<file path="config.mk">
export PLATFORM = sky130hd
export DESIGN_NAME = instr_fetch_ctrl
export DESIGN_NICKNAME = d
export VERILOG_FILES = /design/src/rtl/instr_fetch_ctrl_pkg.sv /design/src/rtl/instr_fetch_ctrl.sv
export SDC_FILE = /design/constraint.sdc
export NUM_CORES = 1
export LEC_CHECK = 0
export CORE_MARGIN = 4
export CORE_UTILIZATION = 30
export CTS_CLUSTER_SIZE = 12
export DETAILED_ROUTE_END_ITERATION = 8
export PLACE_DENSITY = 0.64
export SLEW_MARGIN = 20
export SYNTH_ARGS = -nofsm -noshare
export SYNTH_HDL_FRONTEND = slang
export SYNTH_SLANG_ARGS = --single-unit
</file>
<file path="constraint.sdc">
create_clock -name clk -period 5 [get_ports clk]
set_clock_uncertainty 0.1 [all_clocks]
set_input_delay 0.75 -clock clk [delete_from_list [all_inputs] [get_ports clk]]
set_output_delay 0.75 -clock clk [all_outputs]
set_load 0.05 [all_outputs]
</file>
<file path="src/rtl/instr_fetch_ctrl_pkg.sv">
// Shared definitions for the instruction fetch controller.
//  - FSM state encodings (kept as fixed 2-bit codes so existing waveforms
//    and debug scripts keep decoding the state register the same way)
//  - default sequential PC increment for a word-addressed instruction memory
package instr_fetch_ctrl_pkg;

  localparam logic [1:0] IDLE   = 2'd0;
  localparam logic [1:0] FETCH  = 2'd1;
  localparam logic [1:0] HOLD   = 2'd2;
  localparam logic [1:0] UPDATE = 2'd3;

  localparam int unsigned PC_INC_DEFAULT = 1;

endpackage

</file>
<file path="src/rtl/instr_fetch_ctrl.sv">
// Fetch controller wrapped around an external PC register.
// Presents pc_cur to instruction memory (req/ack), captures the returned word,
// hands it to decode (valid/ready), then strobes next-PC into the PC register.
// Branch redirects from execute are latched here and applied on the next
// PC update.
// Ports:
//  clk, reset             clock; asynchronous active-low reset
//  pc_cur / pc_next       PC register output / data input
//  pc_update              one-cycle PC register load strobe
//  branch_taken/_target   redirect request and address from execute
//  halt                   block entry into a new fetch
//  imem_req/addr/ack/rdata instruction memory handshake
//  instr/instr_pc/instr_valid/instr_ready  decode handshake
//  busy                   controller not idle
import instr_fetch_ctrl_pkg::*;

module instr_fetch_ctrl #(
  parameter int unsigned ADDR_W  = 32,
  parameter int unsigned INSTR_W = 32,
  parameter int unsigned PC_INC  = PC_INC_DEFAULT
) (
  input  logic               clk,
  input  logic               reset,
  input  logic [ADDR_W-1:0]  pc_cur,
  output logic [ADDR_W-1:0]  pc_next,
  output logic               pc_update,
  input  logic               branch_taken,
  input  logic [ADDR_W-1:0]  branch_target,
  input  logic               halt,
  output logic               imem_req,
  output logic [ADDR_W-1:0]  imem_addr,
  input  logic               imem_ack,
  input  logic [INSTR_W-1:0] imem_rdata,
  output logic [INSTR_W-1:0] instr,
  output logic [ADDR_W-1:0]  instr_pc,
  output logic               instr_valid,
  input  logic               instr_ready,
  output logic               busy
);

  logic [1:0]        state;
  logic [1:0]        state_nxt;
  logic              redir_pend;
  logic [ADDR_W-1:0] redir_addr;
  logic              redirect;

  // A branch seen this very cycle counts the same as one already latched.
  assign redirect = redir_pend | branch_taken;

  always_comb begin
    state_nxt = state;
    case (state)
      IDLE: begin
        if (redirect)   state_nxt = UPDATE;
        else if (!halt) state_nxt = FETCH;
      end
      FETCH: begin
        if (imem_ack) state_nxt = redirect ? UPDATE : HOLD;
      end
      HOLD: begin
        if (branch_taken || instr_ready) state_nxt = UPDATE;
      end
      UPDATE: begin
        state_nxt = halt ? IDLE : FETCH;
      end
      default: state_nxt = IDLE;
    endcase
  end

  always_ff @(posedge clk or negedge reset) begin
    if (!reset) begin
      state       <= IDLE;
      redir_pend  <= 1'b0;
      redir_addr  <= '0;
      instr       <= '0;
      instr_pc    <= '0;
      instr_valid <= 1'b0;
    end else begin
      state <= state_nxt;

      // A branch arriving during UPDATE must survive the clear so that it is
      // applied on the following UPDATE; hence set takes priority over clear.
      if (branch_taken) begin
        redir_pend <= 1'b1;
        redir_addr <= branch_target;
      end else if (state == UPDATE) begin
        redir_pend <= 1'b0;
      end

      if (state == FETCH && imem_ack && !redirect) begin
        instr       <= imem_rdata;
        instr_pc    <= pc_cur;
        instr_valid <= 1'b1;
      end else if (state == HOLD && (branch_taken || instr_ready)) begin
        instr_valid <= 1'b0;
      end
    end
  end

  // By the time UPDATE is reached, any branch from the entering cycle has
  // already been latched into redir_pend/redir_addr.
  always_comb begin
    pc_update = (state == UPDATE);
    pc_next   = '0;
    if (pc_update) pc_next = redir_pend ? redir_addr : pc_cur + ADDR_W'(PC_INC);
  end

  assign imem_req  = (state == FETCH);
  assign imem_addr = imem_req ? pc_cur : '0;
  assign busy      = (state != IDLE);

endmodule

</file>
Yosys cells after proc, flatten, opt, wreduce, memory -nomap -nowiden

Index checks and enable logic that the tools add are counted.

Bits in registers: 100
Bits of input ports: 102
Logic and storage cells: 38

$add $sub $neg: 1
Eq/ne operators: 6
Muxes and demuxes: 14
Bitwise operators: 1
Reduce and logical (&&, ||, !) cells: 10

Operators with widths:

| cell                                                                     | count |
|---|---|
| 32-bit two-way mux                                                       | 3 |
| 32-bit by 1-bit adder with 32-bit output (second input constant)         | 1 |
| 2-bit two-way mux                                                        | 4 |
| 2-bit case mux with 4 select lines                                       | 1 |
| 1-bit two-way mux                                                        | 6 |
| 2-bit nonzero test                                                       | 3 |
| 2-bit == test (second input constant)                                    | 2 |
| 2-bit by 1-bit inequality test with 1-bit output (second input constant) | 2 |
| 1-bit logical AND                                                        | 3 |
| 3-bit inequality test (second input constant)                            | 1 |
| 3-bit AND reduction                                                      | 1 |
| 2-bit by 1-bit == test with 1-bit output (second input constant)         | 1 |
| 2-bit zero test                                                          | 1 |
| 1-bit zero test                                                          | 1 |
| 1-bit logical OR                                                         | 1 |
| 1-bit bitwise OR                                                         | 1 |

Logic depth before layout (Yosys ltp)

Depth after elaboration: 4
Mapped depth: 7

Worst setup path after synthesis

OpenSTA, ideal clock, no wires.

Path type: input -> output
From: input pc_cur[0]
To: output pc_next[24]
Arrival time: 2976 ps
Setup slack: 1174 ps
Stages on the path: 7
Cells stage by stage: ha_1 > and4_1 > buf_2 > nand3_4 > buf_6 > or3_1 > a211oi_1

Cells in the longest elaborated chain, start to end: 3

Ends and longest elaborated chain:

| item                                     | RTL line                | RTL |
|---|---|---|
| start: declaration                       | instr_fetch_ctrl.sv:24  | `input logic [ADDR_W-1:0] pc_cur,` |
| 32-bit by 1-bit adder with 32-bit output | instr_fetch_ctrl.sv:105 | `if (pc_update) pc_next = redir_pend ? redir_addr : pc_cur + ADDR_W'(PC_INC);` |
| 32-bit two-way mux (2 in series)         | instr_fetch_ctrl.sv:105 |  |
| end: declaration                         | instr_fetch_ctrl.sv:25  | `output logic [ADDR_W-1:0] pc_next,` |

No other way between the ends.

Worst setup path after layout

From: input pc_cur[5]
To: output pc_next[17]

Same word-level chain as after synthesis.

==> reports/summary.md <==
### Status
• complete, no violations — result of the run

### Route
• 0 — Routed Antenna Nets
• 208 — DRT iter0 DRCs
• 4488 — vias post-DR
• 16.9 mm — Total Routed Length
• 5 — TritonRoute pass-1 iters
• 4.92 — routed vias/inst
• 0 — DRC violations left
• 18.5 microns — WL/cell

### Die
• 142 microns — width of the die
• 142 microns — die height
• 48 — site row count
• 0.308 — effective utilization at floorplan
• 20100 sq um — total die area
• 234 — number of ports placed on the die boundary
• 17400 sq um — area of the core

### Critical path
• 4150 ps — required arrival time at the worst endpoint
• sky130_fd_sc_hd__clkdlybuf4s50_1 — Slowest cell on crit path
• 3610 ps — endpoint arrival time on the critical path
• output pin — Crit. End Element
• sky130_fd_sc_hd__clkdlybuf4s50_1 — cell repeated most along the worst path
• in2out — Crit Path Class
• 12 — CP Max Fanout
• clkdlybuf4s50_1 -> and4_1 -> nand4_4 -> or3_2 -> a31oi_1 -> clkdlybuf4s50_1 — crit path cell chain
• input pin — sort of element at the start of the critical path
• 840 ps — stage delay of the slowest cell on the critical path

### Clocking
• 340 ps — Worst-Skew Late Latency
• sky130_fd_sc_hd__clkbuf_16 — Clock Tree Root
• 60 ps — Clock Pin Slew Worst Setup and Hold Paths
• built — clock tree from TritonCTS
• 3 — number of H-tree branching levels
• 9 — number of clock buffers inserted by TritonCTS
• 0 — post-cts gate resize count
• 2 — maximum clock path buffer count
• 0 — hold buffers post-CTS
• 0 — postcts setup bufs
• 100 — count of clock tree sinks

### STA
• 0 — number of failing setup endpoints in the final timing report
• false — unrepaired setup endpoints after global routing
• 0 — number of pins exceeding their max-slew limit in the final report
• 224 MHz — maximum achievable frequency
• 0.892 — fin crit share
• 4460 ps — Final Critical Period
• 0 — number of hold violations in the final report
• 0.363 — worst max-slew margin expressed relative to the limit
• 955 ps — actual slew at the worst max-slew pin
• 0 ps — final-layout setup total negative slack
• 400 ps — hold slack

### Synth
• 0.466 — fraction of the yosys area taken by sequential cells
• 0 — count of synthesis-stage warnings from yosys
• 55 — post-synthesis cell type count
• 465 — post-synthesis instance total
• 5370 sq um — netlist area before placement
• sky130_fd_sc_hd__dfrtp_1 — most used flip-flop cell after synthesis
• 0 — EDFF count, synth
• 572 — Synth Net Count
• 11.5 sq um — syn_area_per_cell
• 1.00 — share of flip-flops with an asynchronous set or reset after synthesis
• 100 — number of flip-flops and latches in the synthesized netlist

### GRT
• 0 — initial antenna violation count
• 0 — total overflow reported by the global router
• 0.168 — total routing resource utilization after global routing
• 4857 — number of global-route vias before repair
• 26.7 mm — global-route wire length before repair
• 67 — maximum number of pins on one net before global-route repair

### Power and ir drop
• 640 nW/um^2 — Pwr per Cell Area
• 0.00329 uW — leakage
• 0.000344 V — worst vdd ir

### Finish
• 0 — number of diodes
• 51.2% — Area Overhead vs Synth
• 1561 — count of filler cells inserted in the layout
• 790 — Final Net Count
• 0.195 — proportion of layout cells with a drive suffix above 1

### Place
• 233 — count of input and output buffers
• 0.755 — weighted congestion reported at the end of routability-driven placement
• 12.6 mm — DPL Wire Length

### Worst hold path
• reg2reg — type of the tightest min-delay check

### Job
• 0 — count of maximum capacitance violations

==> synthesized netlist by cell type, types with 4 or more instances <==
| cell type | count | area [sq um] |
|---|---|---|
| sky130_fd_sc_hd__a21oi_1 | 5 | 25.0 |
| sky130_fd_sc_hd__a311oi_1 | 4 | 35.0 |
| sky130_fd_sc_hd__a31oi_1 | 9 | 56.3 |
| sky130_fd_sc_hd__and2_1 | 36 | 225 |
| sky130_fd_sc_hd__and3_1 | 5 | 31.3 |
| sky130_fd_sc_hd__and4_1 | 5 | 43.8 |
| sky130_fd_sc_hd__buf_2 | 12 | 60.1 |
| sky130_fd_sc_hd__buf_6 | 7 | 78.8 |
| sky130_fd_sc_hd__clkbuf_1 | 11 | 41.3 |
| sky130_fd_sc_hd__dfrtp_1 | 100 | 2500 |
| sky130_fd_sc_hd__ha_1 | 5 | 62.6 |
| sky130_fd_sc_hd__inv_1 | 11 | 41.3 |
| sky130_fd_sc_hd__mux2_2 | 96 | 1080 |
| sky130_fd_sc_hd__nand2_1 | 17 | 63.8 |
| sky130_fd_sc_hd__nand2b_1 | 10 | 62.6 |
| sky130_fd_sc_hd__nand3_1 | 8 | 40.0 |
| sky130_fd_sc_hd__nand4_1 | 6 | 37.5 |
| sky130_fd_sc_hd__nor2_1 | 10 | 37.5 |
| sky130_fd_sc_hd__nor2b_1 | 4 | 25.0 |
| sky130_fd_sc_hd__nor3_1 | 4 | 20.0 |
| sky130_fd_sc_hd__nor4_1 | 4 | 25.0 |
| sky130_fd_sc_hd__o211a_1 | 9 | 90.1 |
| sky130_fd_sc_hd__o21ai_0 | 23 | 115 |
| sky130_fd_sc_hd__o31ai_1 | 5 | 37.5 |
| sky130_fd_sc_hd__or4_1 | 7 | 52.6 |
| sky130_fd_sc_hd__xnor2_1 | 7 | 61.3 |
| sky130_fd_sc_hd__xor2_1 | 4 | 35.0 |
==> cell usage in the layout, fill, tap and decap left out, types with 2 or more instances in the layout <==
master / netlist / layout
sky130_fd_sc_hd__mux2_2: 96 / 96
sky130_fd_sc_hd__a211oi_1: 2 / 2
sky130_fd_sc_hd__nand4_1: 6 / 6
sky130_fd_sc_hd__xor2_1: 4 / 4
sky130_fd_sc_hd__o31ai_1: 5 / 5
sky130_fd_sc_hd__dfrtp_1: 100 / 100
sky130_fd_sc_hd__a21oi_1: 5 / 5
sky130_fd_sc_hd__clkbuf_16: 0 / 9
sky130_fd_sc_hd__a31oi_1: 9 / 9
sky130_fd_sc_hd__o211a_1: 9 / 9
sky130_fd_sc_hd__nand3_1: 8 / 8
sky130_fd_sc_hd__inv_1: 11 / 11
sky130_fd_sc_hd__and2_1: 36 / 36
sky130_fd_sc_hd__nand4_4: 2 / 2
sky130_fd_sc_hd__clkdlybuf4s50_1: 0 / 229
sky130_fd_sc_hd__o41ai_1: 2 / 2
sky130_fd_sc_hd__nor3_1: 4 / 4
sky130_fd_sc_hd__nand3_2: 2 / 2
sky130_fd_sc_hd__ha_1: 5 / 5
sky130_fd_sc_hd__or4_1: 7 / 7
sky130_fd_sc_hd__nor2b_1: 4 / 4
sky130_fd_sc_hd__buf_4: 1 / 12
sky130_fd_sc_hd__nor4_1: 4 / 4
sky130_fd_sc_hd__o21a_1: 2 / 2
sky130_fd_sc_hd__nor2_1: 10 / 10
sky130_fd_sc_hd__and4_1: 5 / 5
sky130_fd_sc_hd__o2111a_1: 2 / 2
sky130_fd_sc_hd__a311oi_1: 4 / 4
sky130_fd_sc_hd__and3_1: 5 / 4
sky130_fd_sc_hd__nand2_1: 17 / 17
sky130_fd_sc_hd__and2_0: 2 / 2
sky130_fd_sc_hd__xnor2_1: 7 / 7
sky130_fd_sc_hd__nand2b_1: 10 / 10
sky130_fd_sc_hd__nand3_4: 2 / 2
sky130_fd_sc_hd__o311a_1: 2 / 2
sky130_fd_sc_hd__or3_1: 3 / 3
sky130_fd_sc_hd__o21ai_0: 23 / 23
sky130_fd_sc_hd__clkinvlp_4: 0 / 2
sky130_fd_sc_hd__and3_2: 1 / 2
==> critical path, delay by kind of cell <==
kind	cells	cell delay (ps)
buffers and inverters	2	1440
AO/OA/AOI/OAI	1	220
AND/OR/NAND/NOR	3	1200
==> cell type report <==
cell class | count | area (sq um) | share of cell area
timing repair buffer | 242 | 2390 | 0.294
sequential | 100 | 2500 | 0.308
tap | 225 | 282 | 0.0347
clock inverter | 4 | 50.0 | 0.00617
multi-input combinational | 319 | 2610 | 0.322
inverter | 11 | 41.3 | 0.00509
clock buffer | 11 | 243 | 0.0299
==> through the flow <==
stage	setup WS (ps)	instances	util	power [uW]	cell area, sq um
2_1_floorplan	1170	465	-	3370	5370
3_3_place_gp	561	897	0.449	4500	7830
3_5_place_dp	528	897	0.449	4540	7830
4_1_cts	518	912	0.466	5260	8120
5_1_grt	374	912	0.466	5440	8120
6_report	540	912	0.466	5190	8120
==> sequential cells by signal, indices dropped and copies added (netlist names) <==
signal,cells
instr,32
instr_pc,32
instr_valid,1
redir_addr,32
redir_pend,1
state,2
==> logic make-up (layout without fill, tap and decap cells) <==
group           count (synthesis)  after routing  share of synthesized area
mux                            97             97                      0.203
simple gates                  132            132                      0.155
compound gates                 74             74                     0.0986
xor+xnor                       11             11                     0.0179
buf+inv                        46            268                     0.0473
fa+ha+maj                       5              5                     0.0117
flops                         100            100                      0.466
==> power breakdown <==
| part | leakage [uW] | switching, uW | total (uW) | internal [uW] |
|---|---|---|---|---|
| logic | 0.00192 | 2140 | 3280 | 1140 |
| clock network | 0.000138 | 305 | 703 | 399 |
| registers | 0.00123 | 140 | 1210 | 1070 |
==> final timing paths <==
path | startpoint | end | slack (ps) | depth (start not counted)
max | pc_cur[5] | pc_next[17] | 540 | 6
min | instr_valid$_DFFE_PN0P_ | instr_valid$_DFFE_PN0P_ | 400 | 1
max reg2reg | state[1]$_DFFE_PN0P_ | instr[17]$_DFFE_PN0P_ | 1580 | 5
min reg2reg | instr_valid$_DFFE_PN0P_ | instr_valid$_DFFE_PN0P_ | 400 | 1
max in group asynchronous | reset | redir_addr[1]$_DFFE_PN0P_ | 3380 | 2
min in group asynchronous | reset | instr_pc[8]$_DFFE_PN0P_ | 420 | 1
==> metal layers <==
metal  vias to the layer above  track usage  wire length, microns
met5                         -            0                     0
met2                       148        0.288                  8590
li1                       2116            -                     -
met1                      2210        0.202                  6790
met3                        14       0.0549                  1290
met4                         0       0.0455                   195
(Power assumes the default switching activity.)
